File: src/rtl/sd_apb_mchan_ctrl.sv
// APB slave front-end for NUM_CH SD/SPI channels: store/load buffer access plus ADDR/CTRL/STATUS registers.
// Optional macro SD_APB_PSLVERR_EN reports invalid or timed-out transfers on pslverr.
module sd_apb_mchan_ctrl #(
  parameter int unsigned DATA_W      = 16,
  parameter int unsigned NUM_CH      = 2,
  parameter int unsigned WAIT_STATES = 0,
  parameter int unsigned TIMEOUT_CYC = 16,
  parameter int unsigned ADDR_W      = 6
) (
  input  logic                     pclk,
  input  logic                     preset,
  input  logic                     psel,
  input  logic                     penable,
  input  logic                     pwrite,
  input  logic [ADDR_W-1:0]        paddr,
  input  logic [DATA_W-1:0]        pwdata,
  output logic [DATA_W-1:0]        prdata,
  output logic                     pready,
  output logic                     pslverr,
  output logic [DATA_W-1:0]        data_o,
  input  logic [NUM_CH-1:0]        st_full_i,
  output logic [NUM_CH-1:0]        st_enq_o,
  input  logic [NUM_CH-1:0]        ld_empty_i,
  input  logic [NUM_CH*DATA_W-1:0] ld_data_i,
  output logic [NUM_CH-1:0]        ld_deq_o,
  input  logic [NUM_CH*DATA_W-1:0] status_i,
  output logic [NUM_CH-1:0]        addr_ld_o,
  output logic [NUM_CH-1:0]        ctrl_ld_o
);

  localparam int unsigned CH_W    = ADDR_W - 3;
  localparam logic [1:0]  WS_LAST = 2'((WAIT_STATES > 0) ? WAIT_STATES - 1 : 0);
  localparam logic [7:0]  TO_LAST = 8'(TIMEOUT_CYC - 1);

  typedef enum logic [1:0] {S_IDLE, S_WAIT, S_STALL, S_DONE} state_t;

  state_t            state_q, state_d;
  logic [CH_W-1:0]   ch_q, ch_d, cur_ch;
  logic [2:0]        off_q, off_d, cur_off;
  logic              wr_q, wr_d, cur_wr;
  logic [1:0]        wait_cnt_q, wait_cnt_d;
  logic [7:0]        stall_cnt_q, stall_cnt_d;
  logic              to_q, to_d;
  logic [NUM_CH-1:0] ch_oh;
  logic [DATA_W-1:0] ld_word, status_word;
  logic              off_ok, valid, blocked, done_ok;

  // In IDLE the live address is decoded so the setup cycle can already resolve the first step.
  always_comb begin
    cur_ch      = (state_q == S_IDLE) ? paddr[ADDR_W-1:3] : ch_q;
    cur_off     = (state_q == S_IDLE) ? paddr[2:0]        : off_q;
    cur_wr      = (state_q == S_IDLE) ? pwrite            : wr_q;
    ch_oh       = '0;
    ld_word     = '0;
    status_word = '0;
    for (int unsigned i = 0; i < NUM_CH; i++) begin
      if (cur_ch == CH_W'(i)) begin
        ch_oh[i]    = 1'b1;
        ld_word     = ld_data_i[i*DATA_W +: DATA_W];
        status_word = status_i[i*DATA_W +: DATA_W];
      end
    end
    case (cur_off)
      3'd0, 3'd2, 3'd3: off_ok = cur_wr;
      3'd1, 3'd4:       off_ok = !cur_wr;
      default:          off_ok = 1'b0;
    endcase
    valid   = (|ch_oh) && off_ok;
    blocked = valid && (((cur_off == 3'd0) && cur_wr && |(st_full_i & ch_oh)) ||
                        ((cur_off == 3'd1) && !cur_wr && |(ld_empty_i & ch_oh)));
  end

  always_comb begin
    state_d     = state_q;
    ch_d        = ch_q;
    off_d       = off_q;
    wr_d        = wr_q;
    wait_cnt_d  = wait_cnt_q;
    stall_cnt_d = stall_cnt_q;
    to_d        = to_q;
    case (state_q)
      S_IDLE: begin
        if (psel && !penable) begin
          ch_d        = paddr[ADDR_W-1:3];
          off_d       = paddr[2:0];
          wr_d        = pwrite;
          wait_cnt_d  = '0;
          stall_cnt_d = '0;
          to_d        = 1'b0;
          // With no wait states the WAIT step collapses into setup so DONE lands on the first penable cycle.
          if (WAIT_STATES == 0) state_d = blocked ? S_STALL : S_DONE;
          else                  state_d = S_WAIT;
        end
      end
      S_WAIT: begin
        if (!psel || !penable) begin
          state_d = S_IDLE;
        end else begin
          wait_cnt_d = wait_cnt_q + 2'd1;
          if (wait_cnt_q == WS_LAST) state_d = blocked ? S_STALL : S_DONE;
        end
      end
      S_STALL: begin
        if (!psel || !penable) begin
          state_d = S_IDLE;
        end else if (!blocked) begin
          state_d = S_DONE;
        end else if (stall_cnt_q == TO_LAST) begin
          state_d = S_DONE;
          to_d    = 1'b1;
        end else begin
          stall_cnt_d = stall_cnt_q + 8'd1;
        end
      end
      default: state_d = S_IDLE;
    endcase
  end

  always_ff @(posedge pclk or negedge preset) begin
    if (!preset) begin
      state_q     <= S_IDLE;
      ch_q        <= '0;
      off_q       <= '0;
      wr_q        <= 1'b0;
      wait_cnt_q  <= '0;
      stall_cnt_q <= '0;
      to_q        <= 1'b0;
    end else begin
      state_q     <= state_d;
      ch_q        <= ch_d;
      off_q       <= off_d;
      wr_q        <= wr_d;
      wait_cnt_q  <= wait_cnt_d;
      stall_cnt_q <= stall_cnt_d;
      to_q        <= to_d;
    end
  end

  always_comb begin
    pready    = (state_q == S_DONE);
    done_ok   = pready && valid && !to_q;
    st_enq_o  = (done_ok && cur_off == 3'd0) ? ch_oh : '0;
    ld_deq_o  = (done_ok && cur_off == 3'd1) ? ch_oh : '0;
    addr_ld_o = (done_ok && cur_off == 3'd2) ? ch_oh : '0;
    ctrl_ld_o = (done_ok && cur_off == 3'd3) ? ch_oh : '0;
    prdata    = '1;
    if (done_ok && !cur_wr) prdata = (cur_off == 3'd1) ? ld_word : status_word;
    data_o    = pwdata;
`ifdef SD_APB_PSLVERR_EN
    pslverr   = pready && (!valid || to_q);
`else
    pslverr   = 1'b0;
`endif
  end

endmodule

File: config.mk
export PLATFORM = sky130hd
export DESIGN_NAME = sd_apb_mchan_ctrl
export DESIGN_NICKNAME = d
export VERILOG_FILES = /design/src/rtl/sd_apb_mchan_ctrl.sv
export SDC_FILE = /design/constraint.sdc
export NUM_CORES = 1
export LEC_CHECK = 0
export ABC_CLOCK_PERIOD_IN_PS = 3160
export CORE_UTILIZATION = 36
export CTS_CLUSTER_DIAMETER = 80
export DETAILED_ROUTE_END_ITERATION = 8
export GPL_ROUTABILITY_DRIVEN = 0
export PLACE_DENSITY = 0.88
export SKIP_CTS_REPAIR_TIMING = 1
export SLEW_MARGIN = 30
export SYNTH_ARGS = -nofsm -noshare
export SYNTH_HDL_FRONTEND = slang
export SYNTH_SLANG_ARGS = --single-unit
File: constraint.sdc
create_clock -name pclk -period 3.16 [get_ports pclk]
set_input_delay 0.316 -clock pclk [delete_from_list [all_inputs] [get_ports pclk]]
set_output_delay 0.316 -clock pclk [all_outputs]
set_load 0.05 [all_outputs]
# == Yosys cells after proc, flatten, opt, wreduce, memory -nomap -nowiden ==
# Cells that the tools add are included.
# op_classes
addsub,2
n_eq_ne,17
n_bitwise,2
n_reduce_logical,36
mux,37
# op_table
op,count
2-to-1 mux 16 bit,6
2-to-1 mux 8 bit,4
2-to-1 mux 2 bit,12
one-hot mux 8 bit (2 select lines),1
logical AND 1 bit,14
"inequality test 2 bit, second input constant",5
AND reduction 5 bit,2
"adder 8 x 1 -> 8 bit, second input constant",1
"equality test 8 x 4 -> 1 bit, second input constant",1
2-to-1 mux 1 bit,8
OR reduction 2 bit,4
"equality test 3 x 1 -> 1 bit, second input constant",2
"equality test 3 x 2 -> 1 bit, second input constant",2
zero test 3 bit,2
2-to-1 mux 3 bit,2
one-hot mux 2 bit (3 select lines),1
AND reduction 3 bit,2
AND 2 bit,2
"equality test 2 bit, second input constant",2
zero test 1 bit,4
zero test 2 bit,2
"inequality test 4 bit, second input constant",1
one-hot mux 1 bit (2 select lines),2
one-hot mux 2 bit (2 select lines),1
9 further kinds,11
# word_totals
inputBits,95
word_cells,101
regBits,20

# == Logic depth before layout (Yosys ltp) ==
# Gate-level depths: netlist of the first run.
# logic_depth
depth_word,13
depth_mapped,8
ltp_nobuf,7

# == Worst setup path before layout of the first run ==
# No wires, ideal clock.
# synth_timing
kind,register to output
from,reg state_q[1]
to,out ld_deq_o[1]
required_time_ns,2.844
stages_incl_launch_ff,8
setup_slack_ns,0.433
arrival_time_ns,2.411
cell_sequence,dfrtp_1 -> or2_1 -> buf_2 -> mux2i_4 -> nor2_1 -> buf_2 -> nand2_1 -> nor2_1
# synth_between
elab_chain_len,10
# synth_rtl
item,line_no,rtl
start: declaration,37,"state_t state_q, state_d;"
start signal: assignment,129,state_q <= state_d;
zero test 2 bit,"50, 51, 52",
2-to-1 mux 3 bit (on tied branches),"51, 50",
"equality test 3 x 2 -> 1 bit, or another cell as far along",63,case (cur_off)
"OR reduction 3 bit, or another cell as far along",63,
one-hot mux 1 bit (2 select lines) / OR reduction 2 bit (equally long branches),"63, 68",
logical AND 1 bit,68,valid = (|ch_oh) && off_ok;
logical AND 1 bit (2 in series),141,done_ok = pready && valid && !to_q;
logical AND 1 bit,143,ld_deq_o = (done_ok && cur_off == 3'd1) ? ch_oh : '0;
2-to-1 mux 2 bit *,143,
end: declaration,25,"output logic [NUM_CH-1:0] ld_deq_o,"
# Mark *: on every way between the ends. The rest lies on a longest branch, timed or not.

# == Worst setup path in the final report of the first run ==
# layout_timing
from,reg state_q[0]
to,out prdata[10]
# layout_between
elab_chain_len,10
# layout_rtl
item,line_no,rtl
zero test 2 bit,"50, 51, 52",
2-to-1 mux 3 bit (on tied branches),"51, 50",
"equality test 3 x 2 -> 1 bit, or another cell as far along",63,
"OR reduction 3 bit, or another cell as far along",63,
one-hot mux 1 bit (2 select lines) / OR reduction 2 bit (equally long branches),"63, 68",
logical AND 1 bit,68,
logical AND 1 bit (2 in series),141,
logical AND 1 bit,147,if (done_ok && !cur_wr) prdata = (cur_off == 3'd1) ? ld_word : status_word;
2-to-1 mux 16 bit *,147,
end: declaration,17,"output logic [DATA_W-1:0] prdata,"
# Marked as above.

==> results of run 1 <==
[worst paths after layout]
| check | from | end | cells past startpoint |
|---|---|---|---|
| hold reg to reg | wr_q | wr_q | 2 |
| hold / removal | preset | stall_cnt_q[6] | 1 |
| min in group pclk | wr_q | wr_q | 2 |
| setup reg to reg | state_q[0] | stall_cnt_q[5] | 7 |
| max in group asynchronous | preset | off_q[0] | 1 |
| setup / recovery | state_q[0] | prdata[10] | 6 |
[critical path, cell delays in order (launching register included)]
cell and delay (ns):
dfrtp_1 0.44, or2_1 0.34, mux2i_4 0.42, xnor2_1 0.13, or4b_4 0.63, a21o_1 0.21
buf_4 0.19
[Yosys cell counts (all sizes together), types with 2 or more instances]
cell / instances
clkbuf: 3
xnor2: 3
nor3: 4
nand3: 8
ha: 2
a22o: 2
nand4: 2
and2: 3
or4: 2
o21ai: 12
dfrtp: 20
xor2: 2
a21o: 16
or3: 4
and3: 2
inv: 8
buf: 26
or2: 2
nand2: 33
o2111ai: 2
a21oi: 6
mux2i: 2
nor3b: 2
mux2: 2
o211ai: 3
nor4: 4
nor2: 20
o21a: 2
o31ai: 4
mux4: 16
[cell usage in the layout (no fill, tap or decap), types with 2 or more instances in the layout]
cell type | synthesis | routed
and2_1 | 2 | 2
nor4_1 | 4 | 4
nor2_1 | 20 | 20
nand2_1 | 33 | 33
a21o_1 | 16 | 16
clkbuf_8 | 0 | 3
xnor2_1 | 3 | 3
mux4_2 | 16 | 16
o21a_1 | 2 | 2
buf_4 | 17 | 21
o2111ai_1 | 2 | 2
inv_1 | 8 | 8
clkdlybuf4s50_1 | 0 | 78
nor3b_1 | 2 | 2
o21ai_0 | 10 | 10
and3_1 | 2 | 2
o211ai_1 | 3 | 3
or4_1 | 2 | 2
ha_1 | 2 | 2
mux2_2 | 2 | 2
nor3_1 | 4 | 4
nand4_1 | 2 | 2
xor2_1 | 2 | 2
o31ai_1 | 4 | 3
a22o_1 | 2 | 2
a21oi_1 | 6 | 6
or3_1 | 4 | 4
nand3_1 | 8 | 8
buf_12 | 0 | 9
dfrtp_1 | 20 | 20
[cells by family after synthesis]
| logic type | Yosys count | share of synthesized area, % |
|---|---|---|
| AO/OA/AOI/OAI | 52 | 18.6 |
| XOR/XNOR | 5 | 2.17 |
| adder cells (fa/ha/maj) | 2 | 1.24 |
| buffers and inverters | 37 | 10.8 |
| flip-flops | 20 | 24.8 |
| multiplexers | 20 | 20.6 |
| other | 1 | 0.186 |
| AND/OR/NAND/NOR | 90 | 21.6 |
[routing by layer]
| layer | GRT usage, % | part of all wire (%) | vias to the layer above |
|---|---|---|---|
| met5 | 0 | 0 | - |
| met4 | 3.85 | 0.91 | 0 |
| met3 | 4.64 | 8.2 | 9 |
| met2 | 41.2 | 50 | 99 |
| met1 | 27.3 | 40 | 1014 |
| li1 | - | - | 983 |
[report_power, final]
| group | switching [mW] | internal [mW] | leakage [nW] |
|---|---|---|---|
| clock | 0.0800 | 0.0850 | 0.0216 |
| sequential | 0.0488 | 0.313 | 0.266 |
| combinational | 0.448 | 0.415 | 0.948 |
[metrics by stage]
step	area [um^2]	worst slack, ns	power, mW	util (%)
6_report	3090	0.220	1.39	59.0
2_1_floorplan	2020	0.433	1.02	-
3_5_place_dp	3050	0.269	1.22	58.2
3_3_place_gp	3050	0.334	1.19	58.2
4_1_cts	3090	-0.00459	1.39	59.0
5_1_grt	3090	0.0171	1.49	59.0
[cell type report]
cell class,count,area (um^2),share of cell area (%)
Inverter,8,30.0,0.972
Clock buffer,3,41.3,1.34
Multi-Input combinational cell,170,1310,42.3
Sequential cell,20,500,16.2
Timing Repair Buffer,109,1120,36.4
Tap cell,70,87.6,2.84
[sequential cells by signal (all words and copies together), names as in the netlist]
signal	flops
ch_q	3
off_q	3
stall_cnt_q	8
state_q	2
to_q	1
wait_cnt_q	2
wr_q	1
==> results.toml, run 1 <==
[run_status]
status = "complete, but fails checks"
violations = "negative hold slack"

[layout]
insertedDiodeCount = 0
nets = 409
area_delta_synth_final_pct = 53.3
fin_cells = 380
n_fill_cell = 422
drive_gt1_share_pct = 19.4

[cts]
cts_num_sinks = 20
clkLatencyLatePin_ns = 0.26
numCtsBuffers = 3
clk_pin_slew_ns = 0.07
cts-htree-levels = 1
cts_tree = "yes"
cts-root-buf = "clkbuf_8"
cts_max_path_buffers = 2

[logic_synthesis]
yosysWarnings = 0
syn_area_per_cell_um2 = 8.88
syn_area_um2 = 2020
yosysTopAreaCellShare_pct = 24.8
synthCells = 227
synthFlopType = "dfrtp_1"
synth_fp_nets = 324
synth_edf_count = 0
synth_seq_cells = 20
synth_top_cell_by_area = "dfrtp_1"
ys_types = 48
synthTopCellsByArea = "dfrtp_1 25%, mux4_2 18%, buf_4 6.3%, nand2_1 6.1%, a21o_1 6.0%"
synth-async-reset-ratio_pct = 100
seq_area_frac_synth_pct = 24.8

[setup_path]
ff2ff_setup_slack_ns = 0.43
critical_path.startpoint_type = "register"
cp-end-kind = "primary output"
crit_required_ns = 2.84
worstSetupPathType = "register to primary output"
arrival_ns = 2.62
worstPathMaxFanout = 16

[floorplan]
core-area_um2 = 5240
die_area_um2 = 5900
num_io_pins = 137
die_h_um = 76.8
rows = 26
die_w_um = 76.8
initial_utilization_pct = 38.5

[timing]
rsz0062_at_grt = "false"
setup_viol = 0
slew_headroom_pct = 64.8
skew_ns = 0.00518
whs_ns = -0.00607
fin_crit_sh_pct = 93.0
fin_setup_tns_ns = 0
hold_violations = 14
worstMarginPinSlew_ns = 0.528
slew_viol_final = 0
finalCriticalPeriod_ns = 2.94
max_freq_mhz = 340

[global_route]
overflow = 0
grt_pass1_wl_um = 10600
grt_max_degree = 21
grt.total_usage_pct = 22.6
grt_pass1_vias = 2076
antenna_found_initial = 0

[pwr]
p_per_area_nw_per_um2 = 450
cellLeakagePower_nw = 1.23
ir_drop_mv = 0.330

[placed_design]
dpl.hpwl_um = 5400
dp.cells = 377
port_buffers = 103

[detailed_routing]
totalWireLength_um = 6720
drc = 0
ant_nets = 0
vias = 2105
drtPass1Iterations = 4
wl_per_cell_um = 17.7
drt_iter0_drc = 85
viasPerCell = 5.54

[hold_path]
min_path_type = "input pin to asynchronous set/reset pin"

[job]
drv_cap = 0
(Power assumes the default switching activity.)
==> run 2, diff against run 1 <==
--- a/config.mk
+++ b/config.mk
@@ -6,10 +6,10 @@
 export NUM_CORES = 1
 export LEC_CHECK = 0
-export ABC_CLOCK_PERIOD_IN_PS = 3160
-export CORE_UTILIZATION = 36
+export ABC_CLOCK_PERIOD_IN_PS = 3600
+export CORE_UTILIZATION = 39
 export CTS_CLUSTER_DIAMETER = 80
 export DETAILED_ROUTE_END_ITERATION = 8
 export GPL_ROUTABILITY_DRIVEN = 0
-export PLACE_DENSITY = 0.88
+export PLACE_DENSITY = 0.94
 export SKIP_CTS_REPAIR_TIMING = 1
 export SLEW_MARGIN = 30
==> constraint.sdc (replaced) <==
create_clock -name pclk -period 3.6 [get_ports pclk]
set_input_delay 0.54 -clock pclk [delete_from_list [all_inputs] [get_ports pclk]]
set_output_delay 0.54 -clock pclk [all_outputs]
set_load 0.05 [all_outputs]
==> run 2 against run 1 <==
Compared with the run above: the flow now finishes without violations; combinational power is 12% lower; final cell count is 1.1% lower; worst hold slack better by 0.23 ns; register-to-register slack better by 0.45 ns; power is 5.6% lower; worst setup slack worse by 0.047 ns; die area is 7.5% lower; first-iteration DRC count is 35% higher; flip-flop and latch count stayed put; critical path depth is 1 higher; clock power is 36% higher; critical path type unchanged; largest power group unchanged.
==> results.toml, run 2 (synthesized netlist as in run 1, its figures left out) <==
[cts]
cts-root-buf = "clkbuf_8"
numCtsBuffers = 3
cts_num_sinks = 20
cts_tree = "yes"
clk_pin_slew_ns = 0.07
clkLatencyLatePin_ns = 0.26
cts-htree-levels = 1
cts_max_path_buffers = 2

[timing]
finalCriticalPeriod_ns = 3.43
fin_crit_sh_pct = 95.2
max_freq_mhz = 292
setup_viol = 0
fin_setup_tns_ns = 0
rsz0062_at_grt = "false"
whs_ns = 0.219
hold_violations = 0
worstMarginPinSlew_ns = 0.542
slew_headroom_pct = 63.8
skew_ns = 0.00225
worst_slack_ns = 0.173
slew_viol_final = 0

[global_route]
grt_max_degree = 21
antenna_found_initial = 0
overflow = 0
grt_pass1_vias = 2256
grt_pass1_wl_um = 11400
grt.total_usage_pct = 28.0

[setup_path]
ff2ff_setup_slack_ns = 0.88
critPathLaunch = "state_q[0]"
critical_path.startpoint_type = "register"
path_buf_inv = 1
cp-end-kind = "primary output"
cp_slowest_stage_delay_ns = 0.53
crit_slowest_cell = "dfrtp_1"
path_cells = "nor2_2 > mux2i_1 > xnor2_1 > o31ai_1 > o2111ai_1 > nor2_1 > buf_12"
worstSetupPathType = "register to primary output"
crit_family = "compound AO/OA/AOI/OAI gates"
arrival_ns = 2.89
crit_required_ns = 3.06
worstPathMaxFanout = 13
r2r_start = "state_q[1]"

[layout]
drive_gt1_share_pct = 19.7
regMostFlops = "stall_cnt_q"
fin_util_pct = 63.3
insertedDiodeCount = 0
seq_area_um2 = 500
fin_cells = 376
largest_reg_flops = 8
n_fill_cell = 384
multi_input_area_um2 = 1310
final_common_cell = "clkdlybuf4s50_1"
reg.largest.list = "stall_cnt_q (8), ch_q (3), off_q (3)"
final_cell_area_um2 = 3070
area_delta_synth_final_pct = 52.2
final_cell_mix = "78 x clkdlybuf4s50_1, 33 x nand2_1, 22 x buf_4, 20 x dfrtp_1, 19 x nor2_1"
nets = 407

[detailed_routing]
wl_per_cell_um = 20.2
drt_iter0_drc = 115
vias = 2218
ant_nets = 0
drc = 0
viasPerCell = 5.90
drtPass1Iterations = 4
totalWireLength_um = 7590

[floorplan]
initial_utilization_pct = 41.6
die_area_um2 = 5460
die_h_um = 73.9
rows = 25
die_w_um = 73.9
num_io_pins = 137
core-area_um2 = 4850

[placed_design]
port_buffers = 103
dpl.hpwl_um = 6130
pre_cts_ws_ns = 0.258
place_area_um2 = 2990
dp.cells = 372

[pwr]
ir_drop_mv = 0.226
report.power.total_mw = 1.31
cellLeakagePower_nw = 1.23
p_per_area_nw_per_um2 = 427

[run_status]
status = "complete, no violations"

[job]
drv_cap = 0

[hold_path]
min_path_type = "input pin to asynchronous set/reset pin"
run 2: cell types whose count changed in the layout (fill, tap and decap cells not counted), sizes merged:
cell    delta
buf        -2
bufinv     +1
run 2: path summary, 6_finish.rpt:
path / depth (start not counted) / to
worst max-delay path: 7 / ctrl_ld_o[1]
worst min-delay path: 1 / stall_cnt_q[0]
worst max register to register: 7 / stall_cnt_q[5]
worst min register to register: 2 / wr_q
max in group asynchronous: 1 / ch_q[0]
min in group pclk: 2 / wr_q
run 2: metal layers:
layer  GRT usage, %  vias up  part of all wire (%)
li1               -      982                     -
met3           8.92       45                    11
met2           47.7      126                    49
met4           16.7        0                   4.9
met1           30.2     1065                    35
met5              0        -                     0
run 2: final cells by class:
type	count	area share, %
Clock buffer	3	1.35
Clock inverter	1	0.979
Inverter	8	0.979
Multi-Input combinational cell	170	42.7
Sequential cell	20	16.3
Tap cell	67	2.73
Timing Repair Buffer	107	34.9
run 2: worst register-to-register path, stage by stage, from the launching register on:
cell and delay [ns]:
dfrtp_1 0.44, buf_4 0.20, or3b_4 0.41, and2_4 0.27, a2111oi_4 0.55, o21ai_2 0.19
or4_1 0.43, a21oi_1 0.17
run 2: power by group:
group          switching [mW]  internal, mW
registers              0.0523         0.274
logic                   0.402         0.359
clock network          0.0754         0.149
total                   0.530         0.781
